**src/rtl/unibus_pkg.sv**
```systemverilog
// Shared definitions for the Unibus CPU-side arbiter: FSM state encoding,
// BR level constants, grant vector layout and default timeout values.
package unibus_pkg;

    typedef enum logic [2:0] {
        ST_IDLE,
        ST_GRANT,
        ST_SACKED,
        ST_MASTER,
        ST_VECTOR
    } arb_state_t;

    localparam logic [2:0] BR4_LVL = 3'd4;
    localparam logic [2:0] BR5_LVL = 3'd5;
    localparam logic [2:0] BR6_LVL = 3'd6;
    localparam logic [2:0] BR7_LVL = 3'd7;

    // Grant vector layout: bits 3:0 = BG7..BG4 (bit n-4 for level n), bit 4 = NPG
    localparam int unsigned GNT_W   = 5;
    localparam int unsigned NPR_BIT = 4;

    localparam int unsigned CNT_W            = 9;
    localparam int unsigned SACK_TIMEOUT_DEF = 'o400;
    localparam int unsigned BBSY_TIMEOUT_DEF = 'o400;

endpackage

```
**src/rtl/unibus_arb_if.sv**
```systemverilog
// Unibus arbitration/interrupt wiring between the CPU arbiter (master
// modport) and the bus devices (slave modport).
interface unibus_arb_if;

    logic [7:4] bus_br;
    logic       bus_npr;
    logic       bus_sack;
    logic       bus_bbsy;
    logic       bus_intr;
    logic [7:0] bus_d;
    logic [7:4] bus_bg_out;
    logic       bus_npg_out;
    logic       bus_ssyn_out;

    modport master (
        input  bus_br,
        input  bus_npr,
        input  bus_sack,
        input  bus_bbsy,
        input  bus_intr,
        input  bus_d,
        output bus_bg_out,
        output bus_npg_out,
        output bus_ssyn_out
    );

    modport slave (
        output bus_br,
        output bus_npr,
        output bus_sack,
        output bus_bbsy,
        output bus_intr,
        output bus_d,
        input  bus_bg_out,
        input  bus_npg_out,
        input  bus_ssyn_out
    );

endinterface

```
**src/rtl/unibus_prio_enc.sv**
```systemverilog
// Combinational grant selector: NPR (when UNIBUS_ARB_NPR_EN is defined) beats
// every BR level; otherwise the highest BR level above the CPU priority wins.
// Output is a one-hot grant vector plus a valid bit.
module unibus_prio_enc
    import unibus_pkg::*;
(
    input  logic [7:4]       br,
    input  logic [2:0]       prio,
    input  logic             br_en,
    input  logic             npr,
    input  logic             npr_en,
    output logic [GNT_W-1:0] gnt,
    output logic             valid
);

    logic       npr_win;
    logic       found;
    logic [2:0] lvl;

`ifdef UNIBUS_ARB_NPR_EN
    assign npr_win = npr & npr_en;
`else
    logic unused_npr;
    assign npr_win    = 1'b0;
    assign unused_npr = &{1'b0, npr, npr_en};
`endif

    // Pick NPR first, else scan BR7 down to BR4 for the first level above prio
    always_comb begin
        gnt   = '0;
        found = 1'b0;
        lvl   = '0;
        if (npr_win) begin
            gnt[NPR_BIT] = 1'b1;
        end else if (br_en) begin
            for (int unsigned i = 0; i < 4; i++) begin
                lvl = BR7_LVL - 3'(i);
                if (!found && br[lvl] && (lvl > prio)) begin
                    gnt[2'(lvl - BR4_LVL)] = 1'b1;
                    found                  = 1'b1;
                end
            end
        end
    end

    assign valid = |gnt;

endmodule

```
**src/rtl/unibus_arb.sv**
```systemverilog
// CPU-side Unibus arbiter: grants BR7..BR4 / NPR one at a time, follows the
// SACK/BBSY hand-over, latches interrupt vectors and answers INTR with SSYN.
// Optional feature macro: UNIBUS_ARB_NPR_EN (NPR arbitration).
module unibus_arb
    import unibus_pkg::*;
#(
    parameter int unsigned SACK_TIMEOUT = SACK_TIMEOUT_DEF,
    parameter int unsigned BBSY_TIMEOUT = BBSY_TIMEOUT_DEF
) (
    input  logic         clk,
    input  logic         reset,
    unibus_arb_if.master bus,
    input  logic [2:0]   cpu_prio,
    input  logic         cpu_inst_done,
    input  logic         cpu_bus_free,
    output logic         cpu_hold,
    output logic         intr_req,
    output logic [7:2]   intr_vec,
    input  logic         intr_ack,
    output logic         arb_timeout
);

    localparam logic [CNT_W-1:0] SACK_LIM = CNT_W'(SACK_TIMEOUT - 1);
    localparam logic [CNT_W-1:0] BBSY_LIM = CNT_W'(BBSY_TIMEOUT - 1);

    // Sampled inputs: the FSM acts on the values captured one edge earlier
    logic [7:4]       s_br;
    logic             s_npr;
    logic             s_free;
    logic             s_sack;
    logic             s_bbsy;
    logic             s_intr;
    logic [7:2]       s_vec;
    logic [2:0]       s_prio;
    logic             s_done;
    logic             s_ack;

    arb_state_t       state_q, state_d;
    logic [CNT_W-1:0] cnt_q;
    logic [GNT_W-1:0] owner_q, owner_d;
    logic [GNT_W-1:0] gnt_q, gnt_d;
    logic             ssyn_q, ssyn_d;
    logic             hold_q, hold_d;
    logic             req_q, req_d;
    logic [7:2]       vec_q, vec_d;
    logic             tmo_q, tmo_d;

    logic [GNT_W-1:0] enc_gnt;
    logic             enc_valid;
    logic [GNT_W-1:0] req_lines;
    logic             unused_in;

    // Capture bus and CPU inputs every cycle
    always_ff @(posedge clk) begin
        if (!reset) begin
            s_br   <= '0;
            s_sack <= 1'b0;
            s_bbsy <= 1'b0;
            s_intr <= 1'b0;
            s_vec  <= '0;
            s_prio <= '0;
            s_done <= 1'b0;
            s_ack  <= 1'b0;
        end else begin
            s_br   <= bus.bus_br;
            s_sack <= bus.bus_sack;
            s_bbsy <= bus.bus_bbsy;
            s_intr <= bus.bus_intr;
            s_vec  <= bus.bus_d[7:2];
            s_prio <= cpu_prio;
            s_done <= cpu_inst_done;
            s_ack  <= intr_ack;
        end
    end

`ifdef UNIBUS_ARB_NPR_EN
    // Capture the NPR request and its arbitration point
    always_ff @(posedge clk) begin
        if (!reset) begin
            s_npr  <= 1'b0;
            s_free <= 1'b0;
        end else begin
            s_npr  <= bus.bus_npr;
            s_free <= cpu_bus_free;
        end
    end
    assign bus.bus_npg_out = gnt_q[NPR_BIT];
    assign unused_in       = &{1'b0, bus.bus_d[1:0]};
`else
    assign s_npr           = 1'b0;
    assign s_free          = 1'b0;
    assign bus.bus_npg_out = 1'b0;
    assign unused_in       = &{1'b0, bus.bus_d[1:0], bus.bus_npr, cpu_bus_free, gnt_q[NPR_BIT]};
`endif

    unibus_prio_enc u_prio_enc (
        .br     (s_br),
        .prio   (s_prio),
        .br_en  (s_done & ~req_q),
        .npr    (s_npr),
        .npr_en (s_free),
        .gnt    (enc_gnt),
        .valid  (enc_valid)
    );

    assign req_lines = {s_npr, s_br};

    // Next-state and next-output decode; outputs are registered from *_d
    always_comb begin
        state_d = state_q;
        owner_d = owner_q;
        gnt_d   = '0;
        ssyn_d  = 1'b0;
        req_d   = req_q;
        vec_d   = vec_q;
        tmo_d   = 1'b0;

        // A vector latched this cycle overrides the ack below
        if (s_ack) begin
            req_d = 1'b0;
        end

        case (state_q)
            ST_IDLE: begin
                if (enc_valid) begin
                    state_d = ST_GRANT;
                    owner_d = enc_gnt;
                    gnt_d   = enc_gnt;
                end
            end
            ST_GRANT: begin
                if (s_sack) begin
                    state_d = ST_SACKED;
                end else if ((owner_q & req_lines) == '0) begin
                    state_d = ST_IDLE;
                end else if (cnt_q == SACK_LIM) begin
                    state_d = ST_IDLE;
                    tmo_d   = 1'b1;
                end else begin
                    gnt_d = owner_q;
                end
            end
            ST_SACKED: begin
                if (s_bbsy) begin
                    state_d = ST_MASTER;
                end else if (!s_sack) begin
                    state_d = ST_IDLE;
                end else if (cnt_q == BBSY_LIM) begin
                    state_d = ST_IDLE;
                    tmo_d   = 1'b1;
                end
            end
            ST_MASTER: begin
                if (s_intr && !owner_q[NPR_BIT]) begin
                    state_d = ST_VECTOR;
                    vec_d   = s_vec;
                    ssyn_d  = 1'b1;
                end else if (!s_bbsy) begin
                    state_d = ST_IDLE;
                end
            end
            ST_VECTOR: begin
                if (s_intr) begin
                    ssyn_d = 1'b1;
                end else begin
                    req_d   = 1'b1;
                    state_d = s_bbsy ? ST_MASTER : ST_IDLE;
                end
            end
            default: begin
                state_d = ST_IDLE;
            end
        endcase

        hold_d = (state_d != ST_IDLE);
    end

    // State, output and timeout-counter registers
    always_ff @(posedge clk) begin
        if (!reset) begin
            state_q <= ST_IDLE;
            owner_q <= '0;
            gnt_q   <= '0;
            ssyn_q  <= 1'b0;
            hold_q  <= 1'b0;
            req_q   <= 1'b0;
            vec_q   <= '0;
            tmo_q   <= 1'b0;
            cnt_q   <= '0;
        end else begin
            state_q <= state_d;
            owner_q <= owner_d;
            gnt_q   <= gnt_d;
            ssyn_q  <= ssyn_d;
            hold_q  <= hold_d;
            req_q   <= req_d;
            vec_q   <= vec_d;
            tmo_q   <= tmo_d;
            if (state_d != state_q) begin
                cnt_q <= '0;
            end else if (cnt_q != '1) begin
                cnt_q <= cnt_q + 1'b1;
            end
        end
    end

    assign bus.bus_bg_out   = gnt_q[3:0];
    assign bus.bus_ssyn_out = ssyn_q;
    assign cpu_hold         = hold_q;
    assign intr_req         = req_q;
    assign intr_vec         = vec_q;
    assign arb_timeout      = tmo_q;

endmodule
```
**src/flat_wrapper.sv**
```systemverilog
// flat-port wrapper written by rule: the top's interface ports become plain ports
module unibus_arb_flat import unibus_pkg::*;
#(
    parameter int unsigned SACK_TIMEOUT = SACK_TIMEOUT_DEF,
    parameter int unsigned BBSY_TIMEOUT = BBSY_TIMEOUT_DEF
)
  (clk, reset, cpu_prio, cpu_inst_done, cpu_bus_free, cpu_hold, intr_req, intr_vec, intr_ack, arb_timeout, bus_bus_br, bus_bus_npr, bus_bus_sack, bus_bus_bbsy, bus_bus_intr, bus_bus_d, bus_bus_bg_out, bus_bus_npg_out, bus_bus_ssyn_out);
  unibus_arb_if bus_i ();
  input  logic clk;
  input  logic reset;
  input  logic [2:0] cpu_prio;
  input  logic cpu_inst_done;
  input  logic cpu_bus_free;
  output logic cpu_hold;
  output logic intr_req;
  output logic [7:2] intr_vec;
  input  logic intr_ack;
  output logic arb_timeout;
  input wire logic [$bits(bus_i.bus_br)-1:0] bus_bus_br;
  input wire logic [$bits(bus_i.bus_npr)-1:0] bus_bus_npr;
  input wire logic [$bits(bus_i.bus_sack)-1:0] bus_bus_sack;
  input wire logic [$bits(bus_i.bus_bbsy)-1:0] bus_bus_bbsy;
  input wire logic [$bits(bus_i.bus_intr)-1:0] bus_bus_intr;
  input wire logic [$bits(bus_i.bus_d)-1:0] bus_bus_d;
  output wire logic [$bits(bus_i.bus_bg_out)-1:0] bus_bus_bg_out;
  output wire logic [$bits(bus_i.bus_npg_out)-1:0] bus_bus_npg_out;
  output wire logic [$bits(bus_i.bus_ssyn_out)-1:0] bus_bus_ssyn_out;
  assign bus_i.bus_br = bus_bus_br;
  assign bus_i.bus_npr = bus_bus_npr;
  assign bus_i.bus_sack = bus_bus_sack;
  assign bus_i.bus_bbsy = bus_bus_bbsy;
  assign bus_i.bus_intr = bus_bus_intr;
  assign bus_i.bus_d = bus_bus_d;
  assign bus_bus_bg_out = bus_i.bus_bg_out;
  assign bus_bus_npg_out = bus_i.bus_npg_out;
  assign bus_bus_ssyn_out = bus_i.bus_ssyn_out;
  unibus_arb #(.SACK_TIMEOUT(SACK_TIMEOUT), .BBSY_TIMEOUT(BBSY_TIMEOUT)) u_core (.clk(clk), .reset(reset), .bus(bus_i), .cpu_prio(cpu_prio), .cpu_inst_done(cpu_inst_done), .cpu_bus_free(cpu_bus_free), .cpu_hold(cpu_hold), .intr_req(intr_req), .intr_vec(intr_vec), .intr_ack(intr_ack), .arb_timeout(arb_timeout));
endmodule
```
**config.mk**
```make
export PLATFORM = sky130hd
export DESIGN_NAME = unibus_arb_flat
export DESIGN_NICKNAME = d
export VERILOG_FILES = /design/src/rtl/unibus_pkg.sv /design/src/rtl/unibus_arb_if.sv /design/src/rtl/unibus_prio_enc.sv /design/src/rtl/unibus_arb.sv /design/src/flat_wrapper.sv
export SDC_FILE = /design/constraint.sdc
export NUM_CORES = 1
export LEC_CHECK = 0
export CAP_MARGIN = 20
export CORE_ASPECT_RATIO = 1.5
export CORE_MARGIN = 2
export CORE_UTILIZATION = 57
export CTS_BUF_LIST = sky130_fd_sc_hd__clkbuf_2 sky130_fd_sc_hd__clkbuf_4 sky130_fd_sc_hd__clkbuf_8
export CTS_CLUSTER_DIAMETER = 120
export DETAILED_ROUTE_END_ITERATION = 8
export GPL_ROUTABILITY_DRIVEN = 0
export HOLD_SLACK_MARGIN = 0.12
export PLACE_DENSITY = 0.94
export SLEW_MARGIN = 20
export SYNTH_ARGS = -nofsm -noshare
export SYNTH_HDL_FRONTEND = slang
export SYNTH_HIERARCHICAL = 1
export SYNTH_SLANG_ARGS = --single-unit
```
**constraint.sdc**
```tcl
create_clock -name clk -period 3.8 [get_ports clk]
set_input_delay 1.14 -clock clk [delete_from_list [all_inputs] [get_ports clk]]
set_output_delay 1.14 -clock clk [all_outputs]
set_load 0.03 [all_outputs]
```
==> results of run 1 <==
[final timing paths]
check / start / to / slack, ns / cells past startpoint
setup / recovery: u_core/cnt_q[2]$_SDFFE_PP0P_ / u_core/cnt_q[2]$_SDFFE_PP0P_ / 1.24 / 9
hold / removal: u_core/owner_q[3]$_SDFFE_PN0P_ / u_core/gnt_q[3]$_SDFF_PN0_ / 0.48 / 2
setup reg to reg: u_core/cnt_q[2]$_SDFFE_PP0P_ / u_core/cnt_q[2]$_SDFFE_PP0P_ / 1.24 / 9
hold reg to reg: u_core/owner_q[3]$_SDFFE_PN0P_ / u_core/gnt_q[3]$_SDFF_PN0_ / 0.48 / 2
[report_power, final]
part	switching [mW]	internal [mW]
clock	0.157	0.191
combinational	0.0404	0.0469
sequential	0.0161	0.530
total	0.213	0.768
[metal layers]
layer,wire length [um],GRT usage,share of wire
met5,0,0,0
met4,108,0.0974,0.028
met1,1520,0.240,0.39
met2,2090,0.376,0.54
met3,136,0.0577,0.035
[kinds of logic after synthesis]
kind of cell | after synthesis | synth area share
mux | 10 | 0.0550
fa+ha+maj | 3 | 0.0183
flops | 49 | 0.479
compound gates | 31 | 0.114
simple gates | 99 | 0.269
other cells | 2 | 0.00367
xor+xnor | 7 | 0.0300
buf+inv | 12 | 0.0312
[layout make-up]
type | instances | area, um^2
fillers | 251 | 927
flip-flops and latches | 49 | 981
clock buffers | 5 | 68.8
clock inverters | 2 | 35.0
repair buffers | 34 | 338
inverters | 3 | 11.3
well taps | 42 | 52.6
multi-input cells | 152 | 1000
[cell usage in the layout, fill, tap and decap left out, types with 3 or more instances in the layout]
cell	instances
sky130_fd_sc_hd__nand3_1	5
sky130_fd_sc_hd__nor3b_1	5
sky130_fd_sc_hd__a31oi_1	3
sky130_fd_sc_hd__xor2_1	6
sky130_fd_sc_hd__a21oi_1	9
sky130_fd_sc_hd__nor2_1	12
sky130_fd_sc_hd__clkdlybuf4s50_1	33
sky130_fd_sc_hd__nor3_1	9
sky130_fd_sc_hd__o21ai_0	3
sky130_fd_sc_hd__mux2i_1	9
sky130_fd_sc_hd__o21a_1	3
sky130_fd_sc_hd__and2_1	18
sky130_fd_sc_hd__dfxtp_1	49
sky130_fd_sc_hd__ha_1	3
sky130_fd_sc_hd__inv_1	3
sky130_fd_sc_hd__clkbuf_8	5
sky130_fd_sc_hd__nand2b_1	4
sky130_fd_sc_hd__nand2_1	24
sky130_fd_sc_hd__nor2b_1	11
sky130_fd_sc_hd__a21boi_0	5
[per-stage QoR]
stage                     total power, mW  area [um^2]  worst slack (ns)  cells
final                               0.981         2490              1.24    287
after CTS                           0.990         2490              1.28    287
after global routing                 1.03         2490             0.944    287
after detailed placement            0.644         2380              1.19    280
after global placement              0.641         2380              1.24    280
after floorplan                     0.611         2050              1.51    213
[sequential cells by signal, summed over array words and instances (netlist names), 3 cells and up]
signal and flops:
u_core/intr_vec 6, u_core/s_vec 6, u_core/state_q 3, u_core/s_prio 3, u_core/cnt_q 9, u_core/s_br 4
u_core/gnt_q 4, u_core/owner_q 5
[critical path: stages, from the launching register on]
cell and delay (ns):
sky130_fd_sc_hd__dfxtp_1 0.38, sky130_fd_sc_hd__and3_1 0.21, sky130_fd_sc_hd__nand3_1 0.10, sky130_fd_sc_hd__nor2_1 0.17
sky130_fd_sc_hd__ha_1 0.23, sky130_fd_sc_hd__nor2b_1 0.06, sky130_fd_sc_hd__o21a_1 0.17, sky130_fd_sc_hd__a21oi_1 0.24
sky130_fd_sc_hd__mux2i_1 0.72, sky130_fd_sc_hd__nor3_1 0.13
==> results.txt, run 1 <==
----------------------------------------------------
[STA]
  Total Negative Setup Slacks ... 0 ns
  Min Clock Period, post-route ... 2.56 ns
  Max Fclk ... 391 MHz
  Actual slew at the worst max-slew pin ... between 0.7 and 0.8 ns
  Worst hold slack after final layout ... 0.480 ns
  Setup-failing EPs final ... 0
  Final max-slew violation count ... 0
  Final cycle utilization of the critical path ... 0.673
  Worst-case headroom to the max-slew limit ... 0.455
  Fin Clk Skew ... 0.0104 ns
  Unrepaired setup endpoints after global routing ... false
  Final Hold Vio Count ... 0

[CTS]
  CTS hold repair buffers ... 0
  Number of resized instances in the post-cts repair step ... 0
  Insertion delay of the later-clocked pin in the worst-skew pair ... about 0.30 ns
  # Post-CTS Setup Buffers ... 0
  CTS sink count ... 49
  Clock-pin slew reported for the worst setup and hold paths after clock tree synthesis ... approximately 0.080 ns
  TritonCTS clock tree ... built
  Clock buffer count from CTS ... 5
  Longest Clk Path Bufs ... 2
  Clock Tree Root ... sky130_fd_sc_hd__clkbuf_8
  CTS H-tree depth ... 2

[Global route]
  Global-route wire length before repair ... 6620 um
  Overall Global Routing Usage ... 0.218
  Total congestion overflow after global routing ... 0
  Maximum number of pins on one net before global-route repair ... 34
  Number of global-route vias before repair ... 1487
  Initial antenna violation count ... 0

[Floorplanning]
  Die Outline Area ... around 4100 um^2
  Std-Cell Core Area ... between 3000 and 4000 um^2
  Starting Density ... 0.599
  I/O pin count ... 39
  Count of standard-cell rows ... 26
  Die X-Extent ... around 53 um
  Floorplan die height ... 77.4 um

[Layout]
  Final cell utilization of the core ... 0.729
  Post-layout net count ... between 200 and 300
  # diodes ... 0
  Share of cells above drive strength 1 ... 0.0612
  Post-synthesis to final-layout area growth ... 21.6%

[Pwr]
  Cell leakage power ... 0.919 nW
  Maximum VDD drop ... around 0.00041 V
  Cell Pwr Density ... approximately 390 nW/um^2

[Setup path]
  Kind of start point of the critical path ... flop
  Worst path arrival time ... 2.71 ns
  Worst endpoint required time ... 3.95 ns
  Path type of the worst setup path ... reg -> reg
  Category of the worst setup path capture point ... flop
  Largest fanout of any net on the critical path ... 9

[Yosys]
  EDFF count, synth ... 0
  Sequential area share after synthesis ... 0.479
  Post-synth design cell area ... 2050 um^2
  Count of synthesis-stage warnings from yosys ... 6
  Synth top cells by count ... sky130_fd_sc_hd__dfxtp_1 (49), sky130_fd_sc_hd__nand2_1 (24), sky130_fd_sc_hd__and2_1 (18)
  Synth area leader ... sky130_fd_sc_hd__dfxtp_1
  Main synth FF type ... sky130_fd_sc_hd__dfxtp_1
  Post-Syn Area per Cell ... 9.61 um^2
  Post-synth top area share ... 0.479
  Area contributors post-synth ... sky130_fd_sc_hd__dfxtp_1 (48%), sky130_fd_sc_hd__and2_1 (5.5%), sky130_fd_sc_hd__mux2i_1 (4.4%), sky130_fd_sc_hd__nand2_1 (4.4%), sky130_fd_sc_hd__nor2b_1 (3.4%)
  #FFs+latches synth ... between 40 and 50
  Cell variety after synth ... 40
  Most used standard cell by instance count after synthesis ... sky130_fd_sc_hd__dfxtp_1
  Post-synthesis net count ... 240
  Async set or reset register ratio after synthesis ... 0
  Cells after synthesis ... 213

[Run status]
  Status ... completed

[Drt]
  Total Wirelength ... 3850 um
  DR DRC count ... 0
  Remaining antenna violation count after routing ... 0
  WL per Instance ... 13.4 um
  Detail-routed via count per cell ... 5.41
  Number of vias after detailed routing ... 1552
  Total iterations of the first detailed-routing run ... 4
  Initial drt markers ... 31

[Place]
  Input/output buffers ... 33
  Placed wire-length estimate after detailed placement ... 2750 um

[Run]
  Reported max-cap violation count ... 0

[Hold path]
  HP Class ... reg -> reg

----------------------------------------------------
Power figures use the tool's default switching activity.
==> inputs of run 2 (changes only) <==
--- a/config.mk
+++ b/config.mk
@@ -8,13 +8,13 @@
 export CAP_MARGIN = 20
 export CORE_ASPECT_RATIO = 1.5
 export CORE_MARGIN = 2
-export CORE_UTILIZATION = 57
+export CORE_UTILIZATION = 48
 export CTS_BUF_LIST = sky130_fd_sc_hd__clkbuf_2 sky130_fd_sc_hd__clkbuf_4 sky130_fd_sc_hd__clkbuf_8
 export CTS_CLUSTER_DIAMETER = 120
 export DETAILED_ROUTE_END_ITERATION = 8
 export GPL_ROUTABILITY_DRIVEN = 0
 export HOLD_SLACK_MARGIN = 0.12
-export PLACE_DENSITY = 0.94
+export PLACE_DENSITY = 0.86
 export SLEW_MARGIN = 20
 export SYNTH_ARGS = -nofsm -noshare
 export SYNTH_HDL_FRONTEND = slang
==> constraint.sdc (replaced) <==
create_clock -name clk -period 2.35 [get_ports clk]
set_input_delay 0.705 -clock clk [delete_from_list [all_inputs] [get_ports clk]]
set_output_delay 0.705 -clock clk [all_outputs]
set_load 0.03 [all_outputs]
==> results.txt, run 2 (synthesized netlist as in run 1, its figures left out) <==
----------------------------------------------------
[Run status]
  Status ... finished, violations left
  Failing checks ... negative setup slack

[Setup path]
  R2R Setup Slk ... -0.01 ns (-1.26 ns)
  Launch instance of the worst register-to-register path ... u_core/cnt_q[2]$_SDFFE_PP0P_
  Largest fanout of any net on the critical path ... 4 (-5)
  Worst path arrival time ... 2.59 ns (-0.12 ns)
  Worst endpoint required time ... 2.57 ns (-1.38 ns)
  Worst reg2reg endpoint ... u_core/cnt_q[2]$_SDFFE_PP0P_
  Kind of start point of the critical path ... flop
  Number of cell instances on the worst register-to-register path ... 10 (+1)
  Path type of the worst setup path ... reg -> reg
  End of the critical path ... u_core/cnt_q[2]$_SDFFE_PP0P_
  Category of the worst setup path capture point ... flop
  Launch point of the critical path ... u_core/cnt_q[2]$_SDFFE_PP0P_

[Floorplanning]
  Floorplan die height ... 84.0 um (+8.5%)
  Std-Cell Core Area ... 4170 um^2 (+22%)
  Count of standard-cell rows ... 29 (+12%)
  Starting Density ... 0.491 (-0.109)
  I/O pin count ... 39 (unchanged)
  Die X-Extent ... 57.3 um (+8.3%)
  Die Outline Area ... 4810 um^2 (+18%)

[Global route]
  Maximum number of pins on one net before global-route repair ... 34 (unchanged)
  Initial antenna violation count ... 0 (unchanged)
  Met3 track demand over resource ... 0.0450 (-0.0127)
  Layer with the highest usage ... met2
  Global-route wire length before repair ... 6490 um (-2.0%)
  Met1 Resource Use GR ... 0.178 (-0.0620)
  Overall Global Routing Usage ... 0.174 (-0.0434)
  Number of global-route vias before repair ... 1513 (+1.7%)
  GRT met2 Usage ... 0.316 (-0.0607)
  Total congestion overflow after global routing ... 0 (unchanged)

[Layout]
  Filler instances ... 322 (+28%)
  Non-filler cells in the finished layout ... 303 (+5.6%)
  Final cell area excluding filler cells ... 2680 um^2 (+7.6%)
  Post-synthesis to final-layout area growth ... 30.8%
  Area used by multi-input combinational logic ... 1090 um^2 (+8.5%)
  Post-layout net count ... 283 (+4.0%)
  Final cell utilization of the core ... 0.642 (-0.0869)
  Share of cells above drive strength 1 ... 0.163 (+0.102)
  Leading cell types in the layout, fill and taps excluded ... sky130_fd_sc_hd__dfxtp_1 (43), sky130_fd_sc_hd__clkdlybuf4s50_1 (33), sky130_fd_sc_hd__nand2_1 (23)
  # diodes ... 0 (unchanged)
  Sequential cell area in the final layout ... 988 um^2 (+0.77%)
  Register with the highest flop count ... u_core/cnt_q
  Most common cell after layout, fill and taps aside ... sky130_fd_sc_hd__dfxtp_1
  Flip-flop count of the largest register after layout ... 9 (unchanged)

[Drt]
  WL per Instance ... 13.7 um (+1.8%)
  Detail-routed via count per cell ... 5.26 (-2.7%)
  Remaining antenna violation count after routing ... 0 (unchanged)
  Initial drt markers ... 58 (+87%)
  Total Wirelength ... 4140 um (+7.5%)
  Number of vias after detailed routing ... 1594 (+2.7%)
  Total iterations of the first detailed-routing run ... 4 (unchanged)
  DR DRC count ... 0 (unchanged)

[STA]
  Fin worst setup slack ... -0.0143 ns (-1.26 ns)
  Total Negative Setup Slacks ... -0.0233 ns (-0.0233 ns)
  Worst-case headroom to the max-slew limit ... 0.535 (+0.0800)
  Final Hold Vio Count ... 0 (unchanged)
  Setup-failing EPs final ... 3 (+3)
  Actual slew at the worst max-slew pin ... 0.696 ns (-0.0988 ns)
  Final max-slew violation count ... 0 (unchanged)
  Fin Clk Skew ... 0.00964 ns (-0.000806 ns)
  Min Clock Period, post-route ... 2.36 ns (-0.194 ns)
  Final cycle utilization of the critical path ... 1.01 (+0.333)
  Unrepaired setup endpoints after global routing ... true
  Max Fclk ... 423 MHz (+8.2%)

[CTS]
  CTS H-tree depth ... 2 (unchanged)
  Clock buffer count from CTS ... 5 (unchanged)
  Clock Tree Root ... sky130_fd_sc_hd__clkbuf_8
  TritonCTS clock tree ... built
  Longest Clk Path Bufs ... 2 (unchanged)
  CTS hold repair buffers ... 0 (unchanged)
  CTS sink count ... 49 (unchanged)
  Clock-pin slew reported for the worst setup and hold paths after clock tree synthesis ... 0.09 ns (about the same)
  Insertion delay of the later-clocked pin in the worst-skew pair ... 0.31 ns (about the same)

[Place]
  Number of placed instances, taps included ... 290 (+3.6%)
  Placed wire-length estimate after detailed placement ... 2650 um (-3.4%)
  Input/output buffers ... 33 (unchanged)
  Post-placement cell area ... 2430 um^2 (+2.1%)

[Pwr]
  NetSw ... 0.378 mW (+78%)
  Internal Power ... 1.30 mW (+69%)
  Fraction of power consumed by the clock network ... 0.372 (+0.018)
  Switching share of power ... 0.226 (+0.00865)
  Relative contribution of sequential cells to total power ... 0.528 (-0.029)
  Cell leakage power ... 0.984 nW (+7.0%)
  Cell Pwr Density ... 626 nW/um^2 (+59%)
  Proportion of power drawn by combinational gates ... 0.100 (+0.011)
  Maximum VDD drop ... 0.000583 V (+44%)
  Pwr Total ... 1.68 mW (+71%)

[Run]
  Reported max-cap violation count ... 0 (unchanged)

[Hold path]
  HP Class ... reg -> reg

----------------------------------------------------
==> run 2: cell count changes in the layout (fill, tap and decap cells not counted), sizes merged <==
cell	previous run	this run
buf	1	11
clkbuf	5	6
clkinv	1	0
clkinvlp	0	1
mux2i	10	11
==> run 2: critical path, cell delays in order, from the launching register on <==
cell	delay, ns
sky130_fd_sc_hd__dfxtp_2	0.32
sky130_fd_sc_hd__and3_4	0.19
sky130_fd_sc_hd__nand3_4	0.09
sky130_fd_sc_hd__nor2_4	0.05
sky130_fd_sc_hd__ha_4	0.16
sky130_fd_sc_hd__or4b_4	0.52
sky130_fd_sc_hd__a211oi_4	0.28
sky130_fd_sc_hd__a211oi_4	0.11
sky130_fd_sc_hd__mux2i_4	0.22
sky130_fd_sc_hd__buf_4	0.19
sky130_fd_sc_hd__nor3_1	0.16
==> run 2: routing by layer <==
metal | vias up | part of all wire | wire length, um
met5 | - | 0 | 0
met4 | 0 | 0.039 | 163
met3 | 13 | 0.037 | 155
met2 | 40 | 0.54 | 2240
met1 | 737 | 0.38 | 1590
li1 | 804 | - | -
==> run 2: power by group through the flow <==
stage	combinational, mW	clock [mW]	sequential [mW]
global placement	0.142	0	0.899
finish	0.168	0.623	0.885
global route	0.182	0.668	0.891
floorplan	0.0912	0	0.897
CTS	0.146	0.641	0.881
detailed placement	0.145	0	0.900
==> run 2: layout make-up <==
type                            count  share of cell area
Inverter                            3             0.00421
Timing Repair Buffer               44               0.154
Sequential cell                    49               0.369
Clock inverter                      2              0.0140
Clock buffer                        6              0.0308
Multi-Input combinational cell    153               0.406
Tap cell                           46              0.0215
==> run 2: timing repair <==
| item | in CTS | in global routing |
|---|---|---|
| resized for setup | 0 | 20 |
| endpoints found under the setup margin | 1 | 9 |
| buffers inserted | 0 | 4 |
| pin swaps | 1 | 6 |
| gates cloned | 0 | 1 |
==> run 2: worst min-delay path by stage <==
stage / slack (ns) / end / from / cells after the start
4_1_cts: 0.49 / u_core/gnt_q[3]$_SDFF_PN0_ / u_core/owner_q[3]$_SDFFE_PN0P_ / 2
2_1_floorplan: 0.45 / u_core/owner_q[4]$_SDFFE_PN0P_ / u_core/owner_q[4]$_SDFFE_PN0P_ / 2
3_3_place_gp: 0.47 / u_core/gnt_q[3]$_SDFF_PN0_ / u_core/owner_q[3]$_SDFFE_PN0P_ / 2
6_report: 0.49 / u_core/gnt_q[3]$_SDFF_PN0_ / u_core/owner_q[3]$_SDFFE_PN0P_ / 2
5_1_grt: 0.51 / u_core/gnt_q[0]$_SDFF_PN0_ / u_core/owner_q[0]$_SDFFE_PN0P_ / 2
3_5_place_dp: 0.48 / u_core/gnt_q[3]$_SDFF_PN0_ / u_core/owner_q[3]$_SDFFE_PN0P_ / 2
==> run 2: stage by stage <==
stage | hold WS, ns | setup slack, ns
floorplan | 0.447 | 0.0611
global placement | 0.466 | 0.0408
detailed placement | 0.475 | 0.00674
CTS | 0.489 | 0.0369
global route | 0.513 | -0.103
finish | 0.491 | -0.0143
